### src/rtl/ads131_tgt_pkg.sv
// Shared constants for the ADS131E08-style SPI target: opcode prefixes,
// FSM state encoding and the ID register address.
package ads131_tgt_pkg;

    localparam logic [2:0] OPC_RREG = 3'b001;
    localparam logic [2:0] OPC_WREG = 3'b010;
    localparam logic [5:0] ID_ADDR  = 6'd0;

    typedef enum logic [2:0] {
        ST_IDLE  = 3'd0,
        ST_OPC   = 3'd1,
        ST_CNT   = 3'd2,
        ST_RDATA = 3'd3,
        ST_WDATA = 3'd4
    } state_e;

endpackage

### src/rtl/spi_tgt_sync_edge.sv
// Two-flop synchronizers for the SPI pins with SCK rise/fall and CS fall
// detection; MOSI is delayed to stay aligned with the SCK edge pulses.
module spi_tgt_sync_edge (
    input  logic I_clk,
    input  logic I_rst_n,
    input  logic I_sck,
    input  logic I_cs,
    input  logic I_mosi,
    output logic O_sck_rise,
    output logic O_sck_fall,
    output logic O_cs_lvl,
    output logic O_cs_fall,
    output logic O_mosi
);

    logic [2:0] sck_q, sck_d;
    logic [2:0] cs_q, cs_d;
    logic [1:0] mosi_q, mosi_d;
    logic [2:0] fill_q, fill_d;

    always_comb begin
        sck_d  = {sck_q[1:0], I_sck};
        cs_d   = {cs_q[1:0], I_cs};
        mosi_d = {mosi_q[0], I_mosi};
        fill_d = {fill_q[1:0], 1'b1};
    end

    always_ff @(posedge I_clk or negedge I_rst_n) begin
        if (!I_rst_n) begin
            sck_q  <= 3'b000;
            cs_q   <= 3'b111;
            mosi_q <= 2'b00;
            fill_q <= 3'b000;
        end else begin
            sck_q  <= sck_d;
            cs_q   <= cs_d;
            mosi_q <= mosi_d;
            fill_q <= fill_d;
        end
    end

    assign O_sck_rise = sck_q[1] & ~sck_q[2];
    assign O_sck_fall = ~sck_q[1] & sck_q[2];
    assign O_cs_lvl   = cs_q[1];
    // A CS fall only counts once the chain holds real samples, so a CS held
    // low through reset release does not open a frame.
    assign O_cs_fall  = fill_q[2] & cs_q[2] & ~cs_q[1];
    assign O_mosi     = mosi_q[1];

endmodule

### src/rtl/ads131_spi_target.sv
// ADS131E08-style SPI target: RREG/WREG/single-byte command decode, register
// file and MISO driver. Define ADS131_TGT_ID_RO_EN to make the ID register read-only.
module ads131_spi_target
    import ads131_tgt_pkg::*;
#(
    parameter int         REG_COUNT = 26,
    parameter logic [7:0] ID_VALUE  = 8'hD2
) (
    input  logic       I_clk,
    input  logic       I_rst_n,
    input  logic       I_spi_sck,
    input  logic       I_spi_cs,
    input  logic       I_spi_mosi,
    output logic       O_spi_miso,
    output logic       O_cmd_valid,
    output logic [7:0] O_cmd,
    output logic       O_wr_valid,
    output logic [4:0] O_wr_addr,
    output logic [7:0] O_wr_data,
    output logic       O_busy
);

    logic sck_rise, sck_fall, cs_lvl, cs_fall, mosi_s;

    spi_tgt_sync_edge u_sync (
        .I_clk      (I_clk),
        .I_rst_n    (I_rst_n),
        .I_sck      (I_spi_sck),
        .I_cs       (I_spi_cs),
        .I_mosi     (I_spi_mosi),
        .O_sck_rise (sck_rise),
        .O_sck_fall (sck_fall),
        .O_cs_lvl   (cs_lvl),
        .O_cs_fall  (cs_fall),
        .O_mosi     (mosi_s)
    );

    state_e     state_q, state_d;
    logic [2:0] bitcnt_q, bitcnt_d;
    logic [7:0] shift_q, shift_d;
    logic [5:0] addr_q, addr_d;
    logic [4:0] remain_q, remain_d;
    logic       is_rd_q, is_rd_d;
    logic [7:0] miso_sh_q, miso_sh_d;
    logic [7:0] cmd_q, cmd_d;
    logic       cmd_valid_q, cmd_valid_d;
    logic       wr_valid_q, wr_valid_d;
    logic [4:0] wr_addr_q, wr_addr_d;
    logic [7:0] wr_data_q, wr_data_d;
    logic [7:0] regs_q [REG_COUNT];
    logic [7:0] regs_d [REG_COUNT];

    logic [7:0] rx_byte;
    logic [7:0] rd_byte;
    logic       wr_ok;

    assign rx_byte = {shift_q[6:0], mosi_s};

`ifdef ADS131_TGT_ID_RO_EN
    assign wr_ok = (addr_q < 6'(REG_COUNT)) && (addr_q != ID_ADDR);
`else
    assign wr_ok = (addr_q < 6'(REG_COUNT));
`endif

    // Addresses past the implemented range read back as zero.
    always_comb begin
        rd_byte = 8'h00;
        for (int i = 0; i < REG_COUNT; i++) begin
            if (addr_q == 6'(i)) rd_byte = regs_q[i];
        end
    end

    always_comb begin
        state_d     = state_q;
        bitcnt_d    = bitcnt_q;
        shift_d     = shift_q;
        addr_d      = addr_q;
        remain_d    = remain_q;
        is_rd_d     = is_rd_q;
        miso_sh_d   = miso_sh_q;
        cmd_d       = cmd_q;
        cmd_valid_d = 1'b0;
        wr_valid_d  = 1'b0;
        wr_addr_d   = wr_addr_q;
        wr_data_d   = wr_data_q;
        regs_d      = regs_q;

        if (state_q != ST_RDATA) miso_sh_d = 8'h00;

        if (cs_lvl) begin
            state_d  = ST_IDLE;
            bitcnt_d = 3'd0;
            shift_d  = 8'h00;
        end else if (state_q == ST_IDLE) begin
            if (cs_fall) begin
                state_d  = ST_OPC;
                bitcnt_d = 3'd0;
                shift_d  = 8'h00;
            end
        end else begin
            if (sck_rise && state_q == ST_RDATA) begin
                miso_sh_d = (bitcnt_q == 3'd0) ? rd_byte : {miso_sh_q[6:0], 1'b0};
            end
            if (sck_fall) begin
                bitcnt_d = bitcnt_q + 3'd1;
                shift_d  = rx_byte;
                if (bitcnt_q == 3'd7) begin
                    case (state_q)
                        ST_OPC: begin
                            if (rx_byte[7:5] == OPC_RREG || rx_byte[7:5] == OPC_WREG) begin
                                addr_d  = {1'b0, rx_byte[4:0]};
                                is_rd_d = (rx_byte[7:5] == OPC_RREG);
                                state_d = ST_CNT;
                            end else begin
                                cmd_d       = rx_byte;
                                cmd_valid_d = 1'b1;
                            end
                        end
                        ST_CNT: begin
                            remain_d = rx_byte[4:0];
                            state_d  = is_rd_q ? ST_RDATA : ST_WDATA;
                        end
                        ST_RDATA, ST_WDATA: begin
                            if (state_q == ST_WDATA && wr_ok) begin
                                for (int i = 0; i < REG_COUNT; i++) begin
                                    if (addr_q == 6'(i)) regs_d[i] = rx_byte;
                                end
                                wr_valid_d = 1'b1;
                                wr_addr_d  = addr_q[4:0];
                                wr_data_d  = rx_byte;
                            end
                            addr_d = addr_q + 6'd1;
                            if (remain_q == 5'd0) state_d = ST_OPC;
                            else                  remain_d = remain_q - 5'd1;
                        end
                        default: ;
                    endcase
                end
            end
        end
    end

    always_ff @(posedge I_clk or negedge I_rst_n) begin
        if (!I_rst_n) begin
            state_q     <= ST_IDLE;
            bitcnt_q    <= 3'd0;
            shift_q     <= 8'h00;
            addr_q      <= 6'd0;
            remain_q    <= 5'd0;
            is_rd_q     <= 1'b0;
            miso_sh_q   <= 8'h00;
            cmd_q       <= 8'h00;
            cmd_valid_q <= 1'b0;
            wr_valid_q  <= 1'b0;
            wr_addr_q   <= 5'd0;
            wr_data_q   <= 8'h00;
            for (int i = 0; i < REG_COUNT; i++) begin
                regs_q[i] <= (i == 0) ? ID_VALUE : 8'h00;
            end
        end else begin
            state_q     <= state_d;
            bitcnt_q    <= bitcnt_d;
            shift_q     <= shift_d;
            addr_q      <= addr_d;
            remain_q    <= remain_d;
            is_rd_q     <= is_rd_d;
            miso_sh_q   <= miso_sh_d;
            cmd_q       <= cmd_d;
            cmd_valid_q <= cmd_valid_d;
            wr_valid_q  <= wr_valid_d;
            wr_addr_q   <= wr_addr_d;
            wr_data_q   <= wr_data_d;
            regs_q      <= regs_d;
        end
    end

    assign O_spi_miso  = miso_sh_q[7] & (state_q == ST_RDATA);
    assign O_cmd_valid = cmd_valid_q;
    assign O_cmd       = cmd_q;
    assign O_wr_valid  = wr_valid_q;
    assign O_wr_addr   = wr_addr_q;
    assign O_wr_data   = wr_data_q;
    assign O_busy      = ~cs_lvl;

endmodule

### config.mk
export PLATFORM = sky130hd
export DESIGN_NAME = ads131_spi_target
export DESIGN_NICKNAME = d
export VERILOG_FILES = /design/src/rtl/ads131_tgt_pkg.sv /design/src/rtl/spi_tgt_sync_edge.sv /design/src/rtl/ads131_spi_target.sv
export SDC_FILE = /design/constraint.sdc
export NUM_CORES = 1
export LEC_CHECK = 0
export BUFFER_PORTS_ARGS = -buffer_cell sky130_fd_sc_hd__buf_2
export CAP_MARGIN = 20
export CORE_ASPECT_RATIO = 0.5
export CORE_UTILIZATION = 45
export DETAILED_ROUTE_END_ITERATION = 12
export PLACE_DENSITY = 0.6
export SLEW_MARGIN = 20
export SYNTH_ARGS = -nofsm -noshare
export SYNTH_HDL_FRONTEND = slang
export SYNTH_HIERARCHICAL = 1
export SYNTH_SLANG_ARGS = --single-unit
### constraint.sdc
create_clock -name I_clk -period 3.2 [get_ports I_clk]
set_input_delay 0.48 -clock I_clk [delete_from_list [all_inputs] [get_ports I_clk]]
set_output_delay 0.48 -clock I_clk [all_outputs]
set_load 0.02 [all_outputs]
==> metrics <==
Setup Skew 12.3 ps; Rows 43; final design instance area without fill 0.0150 mm^2; Top FF cell, synth dfrtp_1; Power Total 7030 uW; CTS H-tree depth 1; Slew Limit Fails 0; final WL 40,000 um; Critical Path Max Stage Delay 640 ps; post-route ant nets 0; Final TNS setup 0 ps; Post-synth ARST share 100%; Detail Placement HPWL 28,400 um; total iterations of the first detailed-routing run 5; Area Growth Syn to Fin 13.8%; Worst Setup Start Kind register; pre-CTS setup slack -142 ps; Routability Congestion 1.01; Core Footprint 0.0282 mm^2; TritonCTS clock tree yes; Final nets 1,237; Die ar. 0.0301 mm^2; ANT cells 0; layout cells sized above 1 34.0%; DR WL/cell 24.7 um; status finished, final reports clean; number of synthesized flops with an enable pin 0; die width 244 um; Avg Cell Area, Syn 11.4 um^2; crit-path max FO 20; PwrDens 468 mW/mm^2; die height 123 um; worst path cell trace or3b_1 -> nor2_2 -> nor2_1 -> and2_1 -> o21ai_0 -> o211ai_1 -> a211o_1; Top Ports 30; Slew @ Worst Pin 906 ps; Yosys warning count 6; Port Buf Inserts 29; met1 Use GR 41.0%; Avg Vias per Cell 6.09; Buf/Inv on CP 0; delay-heaviest family, CP simple AND/OR/NAND/NOR gates; initial antenna violation count 0; Hold Vio Cnt, Final 0; initial core utilization 46.8%; final setup fails 0; commonest non-fill, non-tap cell in the layout dfrtp_1; Clock Sinks 275; largest net degree at the start of global routing 83; maxcap violations 0; Tcrit/Tclk final 97.4%; Area after DPL 0.0141 mm^2; most frequent cells in the layout 265 x dfrtp_1, 213 x mux2_2, 95 x nand2_1; met2 Resource Use GR 39.9%; DR iter-0 viols 955; Fmax 0.321 GHz; Final WS setup 84.0 ps; Netlist cell types 73; clock root cell clkbuf_16; Cells after Synth 1,159; syn nets 1,173; post-synthesis sequential area ratio 52.2%; CP arrival 3540 ps; CTS Buf Count 27; Crit. End Element register; GRT overflow 0; first-pass GRT wire length 61,500 um; drc violations 0; Slew headroom 39.6%; LEAKAGE 0.00722 uW; Clk Latency, worst-skew pair 560 ps; Fin Hold WS 23.5 ps; Filler Cell Count 2,515; hold crit path type input port to register; clk slew on worst S/H paths 70 ps; unrepaired setup endpoints after global routing no; CP required 3620 ps; VDD IR-drop max 0.436 mV; M3 GR Usage 6.64%; CTS Buffer Depth 3; synthesized flop and latch total 275; Critical-path top delay cell dfrtp_1; via count 9,878; Setup CP Type register to register; Cell Area, Synth 0.0132 mm^2; Most Crowded Layer GR met1; number of global-route vias before repair 9,803; gr usage total 27.5%; Period minus WS final 3120 ps
[worst paths after layout]
kind / start / end / slack, ps / depth (start not counted)
worst max-delay path: addr_q[5]$_DFFE_PN0P_ / miso_sh_q[2]$_DFF_PN0_ / 80 / 7
worst min-delay path: I_spi_cs / u_sync/cs_q[0]$_DFF_PN1_ / 20 / 1
worst max register to register: addr_q[5]$_DFFE_PN0P_ / miso_sh_q[2]$_DFF_PN0_ / 80 / 7
worst min register to register: u_sync/mosi_q[0]$_DFF_PN0_ / u_sync/mosi_q[1]$_DFF_PN0_ / 340 / 0
max in group asynchronous: I_rst_n / regs_q[206]$_DFFE_PN1P_ / 1810 / 3
min in group asynchronous: I_rst_n / regs_q[178]$_DFFE_PN0P_ / 520 / 2
[per-stage QoR]
stage / utilization (%) / instances
after CTS: 53.0 / 1619
final: 53.2 / 1621
after detailed placement: 49.8 / 1573
after floorplan: - / 1159
after global placement: 49.8 / 1573
after global routing: 53.2 / 1621
[sequential cells by signal, summed over array words and instances, names as in the netlist, 2 cells and up]
name           count
O_cmd              8
O_wr_addr          5
O_wr_data          8
addr_q             6
bitcnt_q           3
miso_sh_q          8
regs_q           208
remain_q           5
shift_q            7
state_q            3
u_sync/cs_q        3
u_sync/fill_q      3
u_sync/mosi_q      2
u_sync/sck_q       3
[area by class of cell]
| cell class | instances | area [um^2] | area share, % |
|---|---|---|---|
| sequential | 275 | 6890 | 45.9 |
| multi-input combinational | 804 | 6000 | 39.9 |
| tap | 382 | 478 | 3.18 |
| timing repair buffer | 100 | 716 | 4.76 |
| clock buffer | 35 | 766 | 5.09 |
| clock inverter | 10 | 118 | 0.782 |
| inverter | 15 | 56.3 | 0.375 |
[worst reg2reg max path, delay by kind of cell, from the launching register on]
family	cells	cell delay, ps
compound gates	3	780
simple gates	4	1570
flops	1	640
[routing by layer]
metal  part of all wire [%]  vias up
li1                       -     4350
met3                    8.2       61
met2                     42      362
met5                      0        -
met4                    2.2        0
met1                     48     5105
[repair_timing]
action	4_1_cts	5_1_grt
hold buffers	1	0
buffers inserted	0	2
setup endpoints to repair	3	6
gates resized for setup	3	12
endpoints found under the hold margin	74	0
[report_power, final]
group          internal (uW)  total [uW]  switching (uW)  leakage, uW
Sequential              3490        3500            11.1      0.00379
Clock                   1840        3250            1410     0.000429
Combinational           71.4         272             201      0.00300
Total                   5410        7030            1620      0.00722
[logic make-up (layout without fill, tap and decap cells)]
group | after synthesis | count (layout) | synth area share, %
AND/OR/NAND/NOR | 354 | 354 | 14.0
flip-flops | 275 | 275 | 52.2
AO/OA/AOI/OAI | 222 | 222 | 11.7
multiplexers | 216 | 216 | 18.4
buffers and inverters | 80 | 160 | 2.71
adder cells (fa/ha/maj) | 9 | 9 | 0.853
XOR/XNOR | 2 | 2 | 0.133
other | 1 | 1 | 0.0284
[cell usage after synthesis (all sizes together) (9+ instances only)]
library cell  instances  area, um^2
a22oi                14         105
o22ai                15        93.8
nor3                 37         219
nor4                 10        98.8
a21oi                46         230
o21ai                41         205
a221oi               18         158
a22o                 17         149
ha                    9         113
inv                  15        56.3
dfrtp               268        6710
nor2                110         480
mux2                216        2430
nand2                96         360
nor2b                11        68.8
clkbuf               46         173
o221ai                9        78.8
a211o                 9        78.8
nand2b               11        68.8
nand3                25         125
buf                  19         129
Note: power is estimated with default switching activity, not from simulation.
